<file path="config.mk">
export PLATFORM = sky130hd
export DESIGN_NAME = target1v_decode
export DESIGN_NICKNAME = d
export VERILOG_FILES = /design/src/rtl/target1v_decode.sv
export SDC_FILE = /design/constraint.sdc
export NUM_CORES = 1
export LEC_CHECK = 0
export CELL_PAD_IN_SITES_DETAIL_PLACEMENT = 0
export CELL_PAD_IN_SITES_GLOBAL_PLACEMENT = 1
export CORE_MARGIN = 2
export CORE_UTILIZATION = 41
export DETAILED_ROUTE_END_ITERATION = 10
export HOLD_SLACK_MARGIN = 0.02
export PLACE_DENSITY = 0.73
export SYNTH_ARGS = -nofsm -noshare
export SYNTH_HDL_FRONTEND = slang
export SYNTH_SLANG_ARGS = --single-unit
</file>
<file path="constraint.sdc">
create_clock -name clk -period 2.9 [get_ports clk]
set_input_delay 0.435 -clock clk [delete_from_list [all_inputs] [get_ports clk]]
set_output_delay 0.435 -clock clk [all_outputs]
set_load 0.005 [all_outputs]
</file>
<file path="src/rtl/target1v_decode.sv">
// Recovers the 6-bit offset code from a 1 V accumulator target word: value = (target - BASE) / STEP.
// Optional macro TARGET1V_DECODE_ROUND_EN rounds the quotient to nearest instead of truncating.
module target1v_decode #(
  parameter logic [31:0] BASE    = 32'd429482970,
  parameter logic [31:0] STEP    = 32'd430,
  parameter int          VALUE_W = 6
) (
  input  logic               clk,
  input  logic               rst_n,
  input  logic               start,
  input  logic [31:0]        target,
  output logic               busy,
  output logic               done,
  output logic [VALUE_W-1:0] value,
  output logic [31:0]        remainder,
  output logic               exact,
  output logic               underflow,
  output logic               overflow
);

  typedef enum logic [1:0] {IDLE, SUB, DIV, DONE} state_t;

  localparam logic [32:0] STEP33 = {1'b0, STEP};
  localparam logic [32:0] MAXQ   = 33'((34'd1 << VALUE_W) - 34'd1);

  state_t      state, state_nxt;
  logic [31:0] tgt, dividend, quot, rem;
  logic [4:0]  cnt;
  logic [32:0] diff, r_shift, r_next, q_fin;
  logic [31:0] q_next;
  logic        ge, ovf;

  always_ff @(posedge clk or negedge rst_n) begin
    if (!rst_n) state <= IDLE;
    else        state <= state_nxt;
  end

  always_comb begin
    state_nxt = state;
    case (state)
      IDLE: if (start) state_nxt = SUB;
      SUB:  state_nxt = diff[32] ? DONE : DIV;
      DIV:  if (cnt == 5'd0) state_nxt = DONE;
      DONE: state_nxt = IDLE;
      default: state_nxt = IDLE;
    endcase
  end

  // One restoring step; the final step feeds the output registers directly.
  always_comb begin
    diff    = {1'b0, tgt} - {1'b0, BASE};
    r_shift = {rem, dividend[cnt]};
    ge      = (r_shift >= STEP33);
    r_next  = ge ? (r_shift - STEP33) : r_shift;
    q_next  = quot;
    q_next[cnt] = ge;
`ifdef TARGET1V_DECODE_ROUND_EN
    q_fin   = {1'b0, q_next} + 33'({r_next, 1'b0} >= {1'b0, STEP33});
`else
    q_fin   = {1'b0, q_next};
`endif
    ovf     = (q_fin > MAXQ);
  end

  always_ff @(posedge clk or negedge rst_n) begin
    if (!rst_n) begin
      tgt       <= '0;
      dividend  <= '0;
      quot      <= '0;
      rem       <= '0;
      cnt       <= '0;
      value     <= '0;
      remainder <= '0;
      exact     <= 1'b0;
      underflow <= 1'b0;
      overflow  <= 1'b0;
    end else begin
      case (state)
        IDLE: if (start) tgt <= target;
        SUB: begin
          dividend <= diff[31:0];
          rem      <= '0;
          quot     <= '0;
          cnt      <= 5'd31;
          if (diff[32]) begin
            value     <= '0;
            remainder <= '0;
            exact     <= 1'b0;
            underflow <= 1'b1;
            overflow  <= 1'b0;
          end
        end
        DIV: begin
          rem  <= r_next[31:0];
          quot <= q_next;
          cnt  <= cnt - 5'd1;
          if (cnt == 5'd0) begin
            value     <= ovf ? '1 : q_fin[VALUE_W-1:0];
            remainder <= r_next[31:0];
            exact     <= (r_next == 33'd0) && !ovf;
            underflow <= 1'b0;
            overflow  <= ovf;
          end
        end
        default: ;
      endcase
    end
  end

  assign busy = (state != IDLE);
  assign done = (state == DONE);

endmodule

</file>
======== Word-level counts from Yosys, hierarchy flattened ========
Cells that the tools add are included.
cells by class
  equality and inequality tests ........... 6
  $add $sub $neg .......................... 3
  order comparisons ....................... 4
  mux-type cells .......................... 28
  reduce and logical (&&, ||, !) cells .... 11
operator list
  kind                                                         count
  case mux 32 bit (2 select lines)                             3
  two-way mux 32 bit                                           2
  >= comparator 33 x 9 -> 1 bit (second input constant)        1
  zero test 33 bit                                             1
  two-way mux 33 bit                                           1
  subtractor 32 x 29 -> 33 bit (second input constant)         1
  subtractor 33 x 9 -> 33 bit (second input constant)          1
  bitwise mux 32 bit                                           1
  > comparator 32 x 6 -> 1 bit (second input constant)         1
  two-way mux 6 bit                                            3
  case mux 6 bit (2 select lines)                              1
  case mux 5 bit (2 select lines)                              1
  two-way mux 1 bit                                            8
  case mux 2 bit (4 select lines)                              1
  less-than comparator 5 x 6 -> 1 bit (second input constant)  1
  != test 2 bit (second input constant)                        3
  case mux 1 bit (2 select lines)                              3
  binary-select mux 1 bit (select 5 bit)                       1
  demux 1 bit (select 5 bit)                                   1
  >= comparator 5 x 1 -> 1 bit (second input constant)         1
  zero test 5 bit                                              1
  subtractor 5 x 1 -> 5 bit (second input constant)            1
  == test 2 bit (second input constant)                        2
  two-way mux 2 bit                                            2
  7 further kinds                                              10
word-level totals
  input port bits ......................... 35
  flip-flop bits (word level) ............. 176

======== Depth between registers and ports, before layout ========
Gate-level depths: netlist of the first run.
  word-level depth ........................ 10
  gate-level depth with buffers ........... 13

======== Worst setup path before layout of the first run ========
No wires, ideal clock.
  kind .................................... register to register
  start point ............................. register rem[1]
  end point ............................... register exact
  slack ................................... -0.125 ns
  setup time .............................. 0.093 ns
  period minus slack after synthesis ...... 3.025 ns
  arrival time ............................ 2.932 ns
  stages on the path, launching flop included .. 12
  path buffers ............................ 2
  cells stage by stage .................... dfrtp_1 > ha_1 > a211oi_1 > nor2_1 > nor4_4 > buf_6 > o21a_1 > buf_6 > nor4_2 > or3_1 > or4_1 > o31ai_2
between the ends
  cells in the longest elaborated chain, start to end .. 7
ends and longest elaborated chain
  item                               RTL line  source
  from (decl)                        27        logic [31:0] tgt, dividend, quot, rem;
  from (signal assigned)             94        rem <= r_next[31:0];
  >= comparator 33 x 9 -> 1 bit      53        ge = (r_shift >= STEP33);
  bitwise mux 32 bit                 56        q_next[cnt] = ge;
  > comparator 32 x 6 -> 1 bit       62        ovf = (q_fin > MAXQ);
  zero test 1 bit                    100       exact <= (r_next == 33'd0) && !ovf;
  logical AND 1 bit *                100
  two-way mux 1 bit *                97        if (cnt == 5'd0) begin
  case mux 1 bit (2 select lines) *  78        case (state)
  to (signal assigned)               100
  to (decl)                          16        output logic exact,
Mark *: on every way between the ends. The rest lies on a longest branch, timed or not. The select of a mux whose other input is x is not followed.
A chain may end at the register's enable or synchronous reset.

======== Worst setup path after layout of the first run ========
  start point ............................. register rem[23]
  end point ............................... register exact
The elaborated chain is that of the path after synthesis.

==> results of run 1 <==
-- synthesized netlist by cell type, types with 4 or more instances --
cell type  number
dfrtp_1       176
nand2_1       126
o21ai_0        85
mux2_2         72
nor2_1         61
a21oi_1        52
clkbuf_1       40
mux2i_1        25
xnor2_1        24
nor3_1         23
xor2_1         20
inv_1          19
o31ai_1        18
a22o_1         16
o2bb2ai_1      16
a31oi_1        13
nand3_1        13
ha_1           12
or3_1          12
nand4_1        11
buf_1          10
nor4_1          9
buf_2           8
nand2b_1        8
o22ai_1         8
or2_2           8
and2_1          6
or4_1           6
a21boi_0        5
nor2b_1         5
o21a_1          5
and3b_1         4
nor3b_1         4
o211ai_1        4
-- kinds of logic after synthesis --
group / after synthesis
AND/OR/NAND/NOR: 315
AO/OA/AOI/OAI: 247
adder cells (fa/ha/maj): 12
flip-flops: 176
multiplexers: 100
buffers and inverters: 81
XOR/XNOR: 44
-- state kept, by name, indices dropped and copies added (netlist names) --
| signal | flops |
|---|---|
| remainder | 32 |
| state | 2 |
| overflow | 1 |
| quot | 32 |
| rem | 32 |
| tgt | 32 |
| value | 6 |
| underflow | 1 |
| exact | 1 |
| dividend | 32 |
| cnt | 5 |
-- worst max-delay path by stage --
stage	from	cells past startpoint	to
5_1_grt	rem[9]	11	exact
2_1_floorplan	cnt[0]	11	exact
3_5_place_dp	cnt[0]	10	exact
3_3_place_gp	cnt[0]	10	exact
4_1_cts	cnt[0]	10	exact
6_report	rem[23]	10	exact
-- routing by layer --
layer	up-vias	wire [um]
li1	3889	-
met1	3830	13310
met2	185	10700
met3	17	1253
met4	0	246
met5	-	0
-- report_power, final --
part,total (mW),switching (mW),leakage [nW],internal (mW)
logic,8.38,4.34,2.95,4.04
clock network,2.39,1.08,0.300,1.30
registers,3.89,0.617,2.25,3.28
-- metrics by stage --
stage / setup TNS (ns) / power, mW / instances / instance area, um^2 / hold WS (ns)
2_1_floorplan: -0.02856 / 8.371 / 975 / 9515 / 0.1394
4_1_cts: -0.1619 / 14.34 / 1456 / 12240 / 0.4854
6_report: -0.2164 / 14.66 / 1458 / 12380 / 0.4792
3_3_place_gp: -0.6637 / 11.64 / 1421 / 11540 / 0.4015
3_5_place_dp: -1.244 / 11.71 / 1421 / 11540 / 0.4024
5_1_grt: -1.112 / 15.73 / 1458 / 12380 / 0.5117
-- final cells by class --
type / count / share of cell area [%]
Clock buffer: 17 / 3.436
Sequential cell: 176 / 35.59
Inverter: 20 / 0.6064
Timing Repair Buffer: 227 / 16.25
Clock inverter: 15 / 1.435
Tap cell: 285 / 2.880
Multi-Input combinational cell: 718 / 39.80
-- placed cells by master (no fill, tap or decap), types with 5 or more instances in the layout --
| master | count |
|---|---|
| buf_12 | 6 |
| clkdlybuf4s50_1 | 76 |
| inv_1 | 19 |
| o21ai_1 | 18 |
| nand3_1 | 12 |
| ha_1 | 8 |
| nand2b_1 | 8 |
| nor2_1 | 60 |
| nor3_1 | 22 |
| or2_2 | 7 |
| clkbuf_16 | 18 |
| mux2i_1 | 25 |
| mux2_2 | 70 |
| a21boi_0 | 5 |
| a31oi_1 | 13 |
| or3_1 | 11 |
| buf_6 | 6 |
| dfrtp_1 | 174 |
| buf_4 | 137 |
| a22o_1 | 16 |
| nand4_1 | 11 |
| nor4_1 | 7 |
| and2_1 | 5 |
| o22ai_1 | 8 |
| xnor2_1 | 24 |
| nand2_1 | 125 |
| a21oi_1 | 50 |
| o2bb2ai_1 | 16 |
| xor2_1 | 20 |
| o21ai_0 | 69 |
| o31ai_1 | 17 |
-- timing repair --
| item | in CTS | in global routing |
|---|---|---|
| endpoints found under the setup margin | 20 | 33 |
| gates resized for setup | 21 | 39 |
| setup buffers | 3 | 2 |
| hold buffers | 1 | 0 |
| pin swaps | 4 | 11 |
| gates cloned | 0 | 1 |
| endpoints found under the hold margin | 44 | 0 |
-- tightest hold or removal path, stage by stage (launching register included) --
cell and delay (ns):
dfrtp_1 0.34, nand2_1 0.05, o21ai_0 0.06
==> results.ini, run 1 <==
[floorplanning]
rows=55
initial_utilization_pct=41.87
fp.dieArea_um2=24420
fp.dieH_um=156.3
ios=78
core_area_um2=22710
die_w_um=156.3

[placed_design]
gp_congestion=0.9326
pre_cts_ws_ns=-0.2180
portBuffers=77
hpwlAfterDp_um=18310

[global_routing]
grt.overflow.total=0
first_global_vias=7857
grt_max_degree=67
grt_pass1_wl_um=42110
use_met2_pct=31.30
antenna_found_initial=0
met1_usage_pct=33.48
met3_usage_pct=4.459
grt.total_usage_pct=21.78
top_usage_layer=met1

[critical_path]
cp.arrival_ns=3.46
reg2reg_depth=10
worstSetupPathType=reg2reg
crit_fanout=6
max_stage_delay_ns=0.54
path_cells=or4_4, nand2b_4, nor4_4, buf_4, or2_4, nor3_1, xor2_1, or4_1, or4_4, o31ai_4
cp-start-kind=register
slowest_stage=or4_4
rr_startpoint=rem[23]
critPathRequiredTime_ns=3.24
critPathTopFamily=simple AND/OR/NAND/NOR gates
rrSetupSlack_ns=-0.22
cp_common_cell=or4_4
critPathBufInv=1
timing.rr.end=exact
critPathCaptureType=register

[final_layout]
ff_latch_area_um2=4407
fillers=2070
finish.utilization_pct=54.52
area_growth_pct=30.21
fin_nets=1207
drive_gt1_share_pct=26.09
antenna_cells=0
multi_input_area_um2=4927

[clock_tree]
cts_max_level=4
cts_buffers=17
cts.sinks=176
cts-root-buf=clkbuf_16
clk_latency_ns=0.43
clk_pin_slew_ns=0.07
clock_tree.buffer_depth=2
cts_tree=done

[sta]
slew_violations=0
layout_setup_ws_ns=-0.2164
min_period_over_period_pct=107.5
fmax_mhz=320.9
skew_ns=0.01203
hold_viol_final=0
max-slew-margin-rel_pct=62.12
rsz0062_at_grt=true
finalSetupViolCount=1
tightestPinTransition_ns=0.5682
fin_crit_ns=3.116

[min_path]
min_to=remainder[21]
min_from=remainder[21]
holdPathStages=2
worstHoldPathType=reg2reg

[yosys]
syn-instance-count=975
synth-seq-area-share_pct=46.32
synth.area.mux_share_pct=11.87
synth_cell_types=71
synth_fa_ha_area_share_pct=1.579
syn_area_um2=9508
yosysWarnings=0
synth-compound-area-share_pct=16.42
synth_area_leaders=dfrtp_1 (46%), mux2_2 (8.5%), nand2_1 (5.0%)
synth-seq-cells=176
synthFlopType=dfrtp_1
synth_xor_area_share_pct=4.053
synth_top_area_share_pct=46.32
synth-simple-area-share_pct=16.21
syn_avg_cell_area_um2=9.752
synth_top_family_by_area=compound AO/OA/AOI/OAI gates
synth_nets=1022
synth_edf_count=0
async_flop_share_pct=100.0
synth.largest_area_cell=dfrtp_1

[drt]
routed_wl_um=25520
via_per_inst=5.433
vias=7921
firstDrtPassIters=7
drc=0
ant_nets=0
drt_iter0_markers=565
wl_per_cell_um=17.50

[power]
p_leak_nw=5.503
pwr_density_cell_nw_per_um2=1184
peakVddDrop_v=0.0005798

[job]
maxCapViolations=0

[run_status]
status=finished with violations
violations=setup timing

Note: power is estimated with default switching activity, not from simulation.
==> run 2, diff against run 1 <==
--- a/config.mk
+++ b/config.mk
@@ -5,6 +5,7 @@
 export SDC_FILE = /design/constraint.sdc
 export NUM_CORES = 1
 export LEC_CHECK = 0
+export ABC_CLOCK_PERIOD_IN_PS = 2900
 export CELL_PAD_IN_SITES_DETAIL_PLACEMENT = 0
 export CELL_PAD_IN_SITES_GLOBAL_PLACEMENT = 1
 export CORE_MARGIN = 2
@@ -12,6 +13,7 @@
 export DETAILED_ROUTE_END_ITERATION = 10
 export HOLD_SLACK_MARGIN = 0.02
 export PLACE_DENSITY = 0.73
+export SETUP_SLACK_MARGIN = 0.05
 export SYNTH_ARGS = -nofsm -noshare
 export SYNTH_HDL_FRONTEND = slang
 export SYNTH_SLANG_ARGS = --single-unit
==> run 2 against run 1 <==
Against the previous run: combinational power increased by 3.7%; final cell count increased by 0.21%; the run still ends with setup timing left; largest power group unchanged; global-route usage increased by 0.14 points; critical path type unchanged; sequential cell count unchanged; clock skew about the same; largest cell class unchanged; critical path depth unchanged; die area unchanged.
==> results.ini, run 2 (same netlist as run 1, synthesis figures left out) <==
[final_layout]
drive_gt1_share_pct=28.49  ; +2.4 points
finish.utilization_pct=55.18  ; +0.67 points
antenna_cells=0  ; unchanged
fin_nets=1210  ; +0.25%
layout_common_cells=dfrtp_1 (173), buf_4 (139), nand2_1 (122), clkdlybuf4s50_1 (76), mux2_2 (67)
multi_input_area_um2=5042  ; +2.3%
fillers=2061  ; -0.43%
ff_latch_area_um2=4408  ; about the same
area_growth_pct=31.81
final_common_cell=dfrtp_1

[placed_design]
hpwlAfterDp_um=18310  ; unchanged
pre_cts_ws_ns=-0.2180  ; unchanged
gp_congestion=0.9326  ; unchanged
portBuffers=77  ; unchanged

[drt]
wl_per_cell_um=17.53  ; +0.20%
routed_wl_um=25620  ; +0.40%
drc=0  ; unchanged
via_per_inst=5.429  ; about the same
vias=7932  ; +0.14%
drt_iter0_markers=532  ; -5.8%
firstDrtPassIters=5  ; -2
ant_nets=0  ; unchanged

[sta]
min_period_over_period_pct=106.1  ; -1.4 points
tightestPinTransition_ns=0.5629  ; -0.005278 ns
rsz0062_at_grt=true
skew_ns=0.01217  ; +0.0001365 ns
fin_crit_ns=3.076  ; -0.04071 ns
layout_setup_ws_ns=-0.1757  ; +0.04071 ns
hold_viol_final=0  ; unchanged
tns_ns=-0.1757  ; +0.04071 ns
fmax_mhz=325.1  ; +1.3%
slew_violations=0  ; unchanged
max-slew-margin-rel_pct=62.47  ; +0.35 points
finalSetupViolCount=1  ; unchanged

[floorplanning]
core_area_um2=22710  ; unchanged
rows=55  ; unchanged
ios=78  ; unchanged
initial_utilization_pct=41.87  ; unchanged
fp.dieArea_um2=24420  ; unchanged
fp.dieH_um=156.3  ; unchanged
die_w_um=156.3  ; unchanged

[job]
maxCapViolations=0  ; unchanged

[critical_path]
worstSetupPathType=reg2reg
critPathRequiredTime_ns=3.25  ; about the same
cp.arrival_ns=3.42  ; -0.04 ns
crit_fanout=4  ; -2
critPathCaptureType=register
cp-start-kind=register

[clock_tree]
clk_pin_slew_ns=0.07  ; about the same
cts.sinks=176  ; unchanged
cts_tree=done
clock_tree.buffer_depth=2  ; unchanged
clk_latency_ns=0.43  ; about the same
cts-root-buf=clkbuf_16
cts_buffers=17  ; unchanged
cts_max_level=4  ; unchanged

[power]
p_leak_nw=5.550  ; +0.86%
peakVddDrop_v=0.0005780  ; -0.31%
pwr_density_cell_nw_per_um2=1196  ; +0.97%

[global_routing]
grt.overflow.total=0  ; unchanged
grt.total_usage_pct=21.92  ; +0.14 points
grt_max_degree=67  ; unchanged
first_global_vias=7867  ; +0.13%
antenna_found_initial=0  ; unchanged
grt_pass1_wl_um=42330  ; +0.52%

[min_path]
worstHoldPathType=reg2reg

[run_status]
violations=setup timing
status=finished with violations

run 2: changes by cell type in the layout (fill, tap and decap cells not counted), sizes merged:
cell and change:
buf +3
run 2: what timing repair did:
action / 4_1_cts / 5_1_grt
pin swaps: 9 / 28
hold endpoints to repair: 44 / 0
hold buffers: 1 / 0
buffers inserted: 6 / 2
cloned: 0 / 1
endpoints found under the setup margin: 36 / 41
gates resized for setup: 27 / 69
run 2: where the power goes:
group,switching [mW],internal [mW],leakage [nW]
Combinational,4.48,4.22,3.00
Sequential,0.622,3.28,2.25
Clock,1.09,1.30,0.300
run 2: worst max-delay path, cell delays in order (launching register included):
cell,delay (ns)
dfrtp_2,0.42
mux4_2,0.52
a22o_1,0.22
a211oi_2,0.20
nand3_2,0.16
o21a_4,0.28
buf_6,0.13
o41ai_2,0.18
o21ai_1,0.13
or4_1,0.54
o31ai_2,0.21
run 2: cell type report:
class | count | area share [%]
Multi-Input combinational cell | 718 | 40.24
Sequential cell | 176 | 35.17
Timing Repair Buffer | 230 | 16.33
Clock buffer | 17 | 3.395
Tap cell | 285 | 2.845
Clock inverter | 15 | 1.418
Inverter | 20 | 0.5990
run 2: worst paths after layout:
path | cells past startpoint | to | slack (ns) | start
max | 10 | exact | -0.18 | cnt[0]
min | 2 | remainder[21] | 0.48 | remainder[21]
max reg2reg | 10 | exact | -0.18 | cnt[0]
min reg2reg | 2 | remainder[21] | 0.48 | remainder[21]
max in group asynchronous | 3 | remainder[21] | 1.66 | rst_n
min in group asynchronous | 2 | tgt[13] | 0.50 | rst_n
run 2: stage by stage:
stage | hold WS, ns | power (mW) | std cells | instance area, um^2
global placement | 0.4015 | 11.64 | 1421 | 11540
CTS | 0.4854 | 14.47 | 1458 | 12290
detailed placement | 0.4024 | 11.71 | 1421 | 11540
global route | 0.5117 | 16.07 | 1461 | 12530
floorplan | 0.1394 | 8.371 | 975 | 9515
finish | 0.4792 | 14.98 | 1461 | 12530
run 2: routing by layer:
layer  wire (um)  part of all wire, %  GRT usage, %  vias to the layer above
li1            -                    -             -                     3901
met1       13370                   52         33.64                     3857
met2       10810                   42         31.53                      152
met3        1156                  4.5         4.431                       22
met4         280                  1.1         5.417                        0
met5           0                    0             0                        -
==> run 3, diff against run 2 <==
--- a/config.mk
+++ b/config.mk
@@ -11,9 +11,9 @@
 export CORE_MARGIN = 2
 export CORE_UTILIZATION = 41
 export DETAILED_ROUTE_END_ITERATION = 10
+export GPL_TIMING_DRIVEN = 0
 export HOLD_SLACK_MARGIN = 0.02
 export PLACE_DENSITY = 0.73
-export SETUP_SLACK_MARGIN = 0.05
 export SYNTH_ARGS = -nofsm -noshare
 export SYNTH_HDL_FRONTEND = slang
 export SYNTH_SLANG_ARGS = --single-unit
==> constraint.sdc (replaced) <==
create_clock -name clk -period 2.9 [get_ports clk]
set_input_delay 0.29 -clock clk [delete_from_list [all_inputs] [get_ports clk]]
set_output_delay 0.29 -clock clk [all_outputs]
set_load 0.005 [all_outputs]
==> run 3 against run 2 <==
Against the previous run: the flow still finishes with violations (setup timing); maximum frequency down 3.9%; routed wire length up 5.3%; count of clock-buffer cells in the layout unchanged; combinational power up 3.3%; sequential share of layout area up 0.50 points; sequential cell count unchanged; sequential power up 3%; global-route usage up 0.75 points; critical path depth unchanged; first-iteration DRC count down 8.8%; critical endpoint unchanged; largest power group unchanged.
==> results.ini, run 3 (same netlist as run 1, synthesis figures left out) <==
[run_status]
status=finished with violations
violations=setup timing

[global_routing]
grt_pass1_wl_um=43260  ; +2.2%
grt.total_usage_pct=22.67  ; +0.75 points
grt.overflow.total=0  ; unchanged
grt_max_degree=99  ; +48%
antenna_found_initial=0  ; unchanged
first_global_vias=7755  ; -1.4%

[clock_tree]
cts.sinks=176  ; unchanged
cts_buffers=17  ; unchanged
cts_max_level=4  ; unchanged
cts_tree=done
clk_latency_ns=0.44  ; about the same
clock_tree.buffer_depth=2  ; unchanged
clk_pin_slew_ns=0.08  ; about the same
cts-root-buf=clkbuf_16

[sta]
tightestPinTransition_ns=0.8895  ; +0.3266 ns
slew_violations=0  ; unchanged
min_period_over_period_pct=110.4  ; +4.3 points
hold_viol_final=0  ; unchanged
layout_setup_ws_ns=-0.3016  ; -0.1260 ns
finalSetupViolCount=82  ; +81
rsz0062_at_grt=true
skew_ns=0.01455  ; +0.002379 ns
fmax_mhz=312.3  ; -3.9%
tns_ns=-9.702  ; -9.526 ns
fin_crit_ns=3.202  ; +0.1260 ns
max-slew-margin-rel_pct=40.30  ; -22 points

[final_layout]
fin_nets=1157  ; -4.4%
final_common_cell=dfrtp_1
drive_gt1_share_pct=24.87  ; -3.6 points
final_cells=1407  ; -3.7%
area_growth_pct=30.00
fin_area_um2=12360  ; -1.4%
antenna_cells=0  ; unchanged
layout_common_cells=dfrtp_1 (172), nand2_1 (122), clkdlybuf4s50_1 (76), mux2_2 (63), o21ai_0 (54)
finish.utilization_pct=54.43  ; -0.75 points

[power]
pwr-share-seq_pct=26.1  ; about the same
power.share.clock_pct=15.4  ; -0.6 points
pwr_density_cell_nw_per_um2=1242  ; +3.8%
p_comb_share_pct=58.5  ; +0.5 points
p_int_mw=8.590  ; -2.3%
peakVddDrop_v=0.0005124  ; -11%
switchingPower_mw=6.758  ; +9.2%
swShare_pct=44.03  ; +2.7 points
p_leak_nw=5.274  ; -5.0%

[critical_path]
crit_end=exact
startpoint=rem[22]
slowest_stage=or4_4
crit_cells=10  ; unchanged
cp.arrival_ns=3.56  ; +0.14 ns
crit_fanout=8  ; +4
critPathCaptureType=register
critPathRequiredTime_ns=3.26  ; about the same
critPathBufInv=2  ; +1
max_stage_delay_ns=0.56  ; +0.02 ns
timing.rr.end=exact
path_cells=or4_4, nand2b_4, nor4_4, buf_6, o21a_1, buf_6, nor4_2, or3_1, or4_4, o31ai_2
reg2reg_depth=10  ; unchanged
cp-start-kind=register
rr_startpoint=rem[22]
worstSetupPathType=reg2reg
rrSetupSlack_ns=-0.30  ; -0.13 ns
critPathTopFamily=simple AND/OR/NAND/NOR gates

[placed_design]
portBuffers=77  ; unchanged
gp_congestion=0.8984  ; -3.7%
hpwlAfterDp_um=18440  ; +0.76%
dpl_cell_area_um2=10680  ; -7.5%
placedCellCount=1338  ; -5.8%
pre_cts_ws_ns=-1.093  ; -0.8754 ns

[floorplanning]
die_w_um=156.3  ; unchanged
ios=78  ; unchanged
fp.dieArea_um2=24420  ; unchanged
initial_utilization_pct=41.87  ; unchanged
rows=55  ; unchanged
core_area_um2=22710  ; unchanged
fp.dieH_um=156.3  ; unchanged

[drt]
routed_wl_um=26980  ; +5.3%
vias=7970  ; +0.48%
via_per_inst=5.665  ; +4.3%
drt_iter0_markers=485  ; -8.8%
firstDrtPassIters=7  ; +2
drc=0  ; unchanged
wl_per_cell_um=19.17  ; +9.4%
ant_nets=0  ; unchanged

[job]
maxCapViolations=0  ; unchanged

[min_path]
holdPathStages=2  ; unchanged
worstHoldPathType=in2reg

==> run 3: changes by cell type in the layout (fill, tap and decap cells not counted), moves of 5 or more <==
cell | before | now
buf_2 | 0 | 5
buf_4 | 139 | 22
buf_12 | 7 | 2
clkbuf_1 | 0 | 24
buf_6 | 6 | 22
nor3_1 | 21 | 16
a31oi_4 | 0 | 5
o21ai_2 | 3 | 12
clkbuf_2 | 0 | 8
o21ai_0 | 64 | 54
buf_1 | 0 | 9
==> run 3: through the flow <==
step                total power, mW  hold WS [ns]
floorplan                     8.371     -0.005591
global placement              10.71        0.4645
detailed placement            10.79        0.3852
CTS                           14.49        0.4440
global route                  16.35        0.4477
finish                        15.35        0.4552
==> run 3: how the worst min path moves through the flow <==
| stage | start | end | slack [ns] |
|---|---|---|---|
| floorplan | rst_n | cnt[0] | -0.006 |
| global placement | quot[7] | quot[7] | 0.46 |
| detailed placement | rst_n | tgt[14] | 0.39 |
| CTS | target[18] | tgt[18] | 0.44 |
| global route | target[24] | tgt[24] | 0.45 |
| finish | target[18] | tgt[18] | 0.46 |
==> run 3: area by class of cell <==
type / instances / area (um^2)
clock buffer: 17 / 425.4
fill: 2003 / 10350
tap: 285 / 356.6
multi-input combinational: 718 / 5374
sequential: 176 / 4409
inverter: 20 / 75.07
buffer: 58 / 327.8
clock inverter: 14 / 167.7
timing repair buffer: 119 / 1225
==> run 3: repair_timing <==
action | in CTS | in global routing
cloned | 1 | 2
endpoints found under the hold margin | 97 | 0
hold buffers | 1 | 0
buffers inserted | 29 | 10
pin swaps | 49 | 42
resized for setup | 120 | 97
setup endpoints to repair | 99 | 99
==> run 3: power by group through the flow <==
stage                     logic, mW  clock network, mW  registers [mW]
after floorplan                4.57                  0            3.80
after global placement         6.74                  0            3.96
after detailed placement       6.80                  0            3.99
after CTS                      8.11               2.41            3.98
after global routing           9.72               2.50            4.12
final                          8.98               2.37            4.00
==> run 3: metal layers <==
metal	global-route usage, %	share of wire, %	vias up
li1	-	-	3785
met1	34.43	50	3890
met2	32.35	42	245
met3	4.431	5.5	50
met4	7.252	2.3	0
met5	0	0	-
==> variant (settings of run 2) <==
Change the parameter `VALUE_W` from 6 to 7.
--- a/src/rtl/target1v_decode.sv
+++ b/src/rtl/target1v_decode.sv
@@ -3,7 +3,7 @@
 module target1v_decode #(
   parameter logic [31:0] BASE    = 32'd429482970,
   parameter logic [31:0] STEP    = 32'd430,
-  parameter int          VALUE_W = 6
+  parameter int          VALUE_W = 7
 ) (
   input  logic               clk,
   input  logic               rst_n,
Ports: changed (resized value); port bits go from 78 to 79. The function was not compared with the original's and may differ.
==> variant against run 2 <==
- the run still ends with negative setup slack left
- synthesized area grew 1.6%
- critical path depth unchanged
- final area grew 4.4%
- clock skew rose by 2.6 ps
- total power increased by 2.4%
- sequential cell count grew 1
- routed wire length rose by 4.2%
- setup slack lost 66 ps
- clock power barely moved
- die area grew 1.5%
==> variant: results (changes against run 2) <==
metric	value	unit	change
status	complete, but fails checks		
violations	negative setup slack		
clock_tree.root_cell	clkbuf_16		
yosysUniqueCellTypes	71		unchanged
synth_area_leaders	dfrtp_1 (46%), mux2_2 (6.8%), nand2_1 (4.4%)		
highest_layer	met4		
finalWeightedCongestion	0.893		-4.2%
syn_inst	981		+0.62%
setup_ws	-242	ps	-66.3 ps
vias	8372		+5.5%
yosysSeqAreaShare	0.459		-0.00455
reg2reg_from	rem[11]		
wl_met1	12.8	mm	-4.5%
first_global_vias	7986		+1.5%
ir_drop	752	uV	+30%
num-nets-final	1215		+0.41%
n_antenna_cell	0		unchanged
hp-class	reg -> reg		
cts_buffers	17		unchanged
dp.cells	1444		+1.6%
viasPerCell	5.58		+2.8%
worstPathMaxFanout	8		+4
h-tree-depth	4		unchanged
rr_worst_depth	10		unchanged
clkTransAtPathRegs	80	ps	
end_kind	flop		
p_int	8.78	mW	-0.21%
critPathCapture	rem[17]		
n_fill_cell	2086		+1.2%
clkLatencyLatePin	440	ps	
setup_viol	88		+87
synth-async-reset-ratio	1.00		unchanged
io_buffers	78		+1.3%
syn_nets	1028		+0.59%
finalWirelength	26.7	mm	+4.2%
synth_commonest_cells	dfrtp_1 (177), nand2_1 (114), o21ai_0 (66)		
tightestPinTransition	750	ps	+187 ps
layout-drive-gt1-share	0.301		+0.0166
wl_met3	1.14	mm	-1.0%
cp-start-kind	flop		
drtIter0Drc	695		+31%
grt_pass1_wl	43.2	mm	+2.0%
wl_met2	12.4	mm	+15%
antenna_found_initial	0		unchanged
clock_path_buffers	2		unchanged
skew	14.7	ps	+2.55 ps
synth_warnings	0		unchanged
grt_usage	0.219		about the same
cp.arrival	3520	ps	+100 ps
dp.final_hpwl	18.1	mm	-0.98%
leakage	5.67	nW	+2.3%
grt_max_degree	77		+15%
first_pass_iters	5		unchanged
-- variant: cell types whose count changed after synthesis, sizes merged, moves of 8 or more --
cell / delta
o31ai: +12
o21ai: -23
o2bb2ai: +11
nand2: -12
nor2: -8
clkbuf: +17
mux2: -14
buf: -8
-- variant: worst min path at each step --
stage / from / to / depth (start not counted) / slack, ps
after floorplan: rst_n / cnt[0] / 0 / 140
final: remainder[20] / remainder[20] / 2 / 480
after detailed placement: rst_n / remainder[12] / 1 / 420
after global placement: rst_n / remainder[12] / 1 / 420
after global routing: remainder[20] / remainder[20] / 2 / 510
after CTS: remainder[10] / remainder[10] / 2 / 490
-- variant: layer usage --
| layer | GRT usage | vias up |
|---|---|---|
| li1 | - | 3966 |
| met1 | 0.326 | 4141 |
| met2 | 0.338 | 232 |
| met3 | 0.0317 | 33 |
| met4 | 0.0511 | 0 |
| met5 | 0 | - |
-- variant: critical path, cell delays in order, from the launching register on --
cell and delay (ps):
dfrtp_1 380, or4_4 540, or4_4 480, buf_4 170
nor4_4 270, nand4_4 150, and2_4 220, buf_6 150
or4_4 430, a21oi_4 150, mux2_4 160
-- variant: kinds of logic (layout without fill, tap and decap cells) --
family                     count (synthesis)  count (layout)  synth area share
muxes                                     92              92             0.108
and+or+nand+nor                          299             299             0.154
buffers and inverters                     90             290            0.0377
AOI/OAI and AO/OA                        269             269             0.187
xor gates and xnor gates                  42              42            0.0381
adders and majority gates                 12              12            0.0155
DFF                                      177             177             0.459
-- variant: metrics by stage --
step / setup TNS (ps) / cell area, um2 / hold slack, ps
after global placement: -2620 / 11600 / 415
after global routing: -16750 / 13100 / 508
after floorplan: -10580 / 9680 / 139
final: -9190 / 13100 / 478
after detailed placement: -6240 / 11600 / 418
after CTS: -6510 / 12600 / 485
-- variant: what timing repair did --
action | in CTS | in global routing
resized for setup | 57 | 97
hold buffers | 1 | 0
setup buffers | 16 | 7
pin swaps | 26 | 48
gates cloned | 0 | 4
setup endpoints to repair | 97 | 106
endpoints found under the hold margin | 47 | 0
-- variant: area by class of cell --
class,count,share of cell area
Clock buffer,17,0.0325
Clock inverter,15,0.0140
Inverter,20,0.00574
Multi-Input combinational cell,714,0.416
Sequential cell,177,0.338
Tap cell,319,0.0305
Timing Repair Buffer,238,0.163
-- variant: power groups by stage --
stage	Combinational, mW	Sequential, mW	Clock [mW]
after floorplan	4.43	3.78	0
after global placement	7.20	3.90	0
after detailed placement	7.24	3.93	0
after CTS	8.04	3.88	2.44
after global routing	9.80	3.99	2.56
final	9.07	3.87	2.39
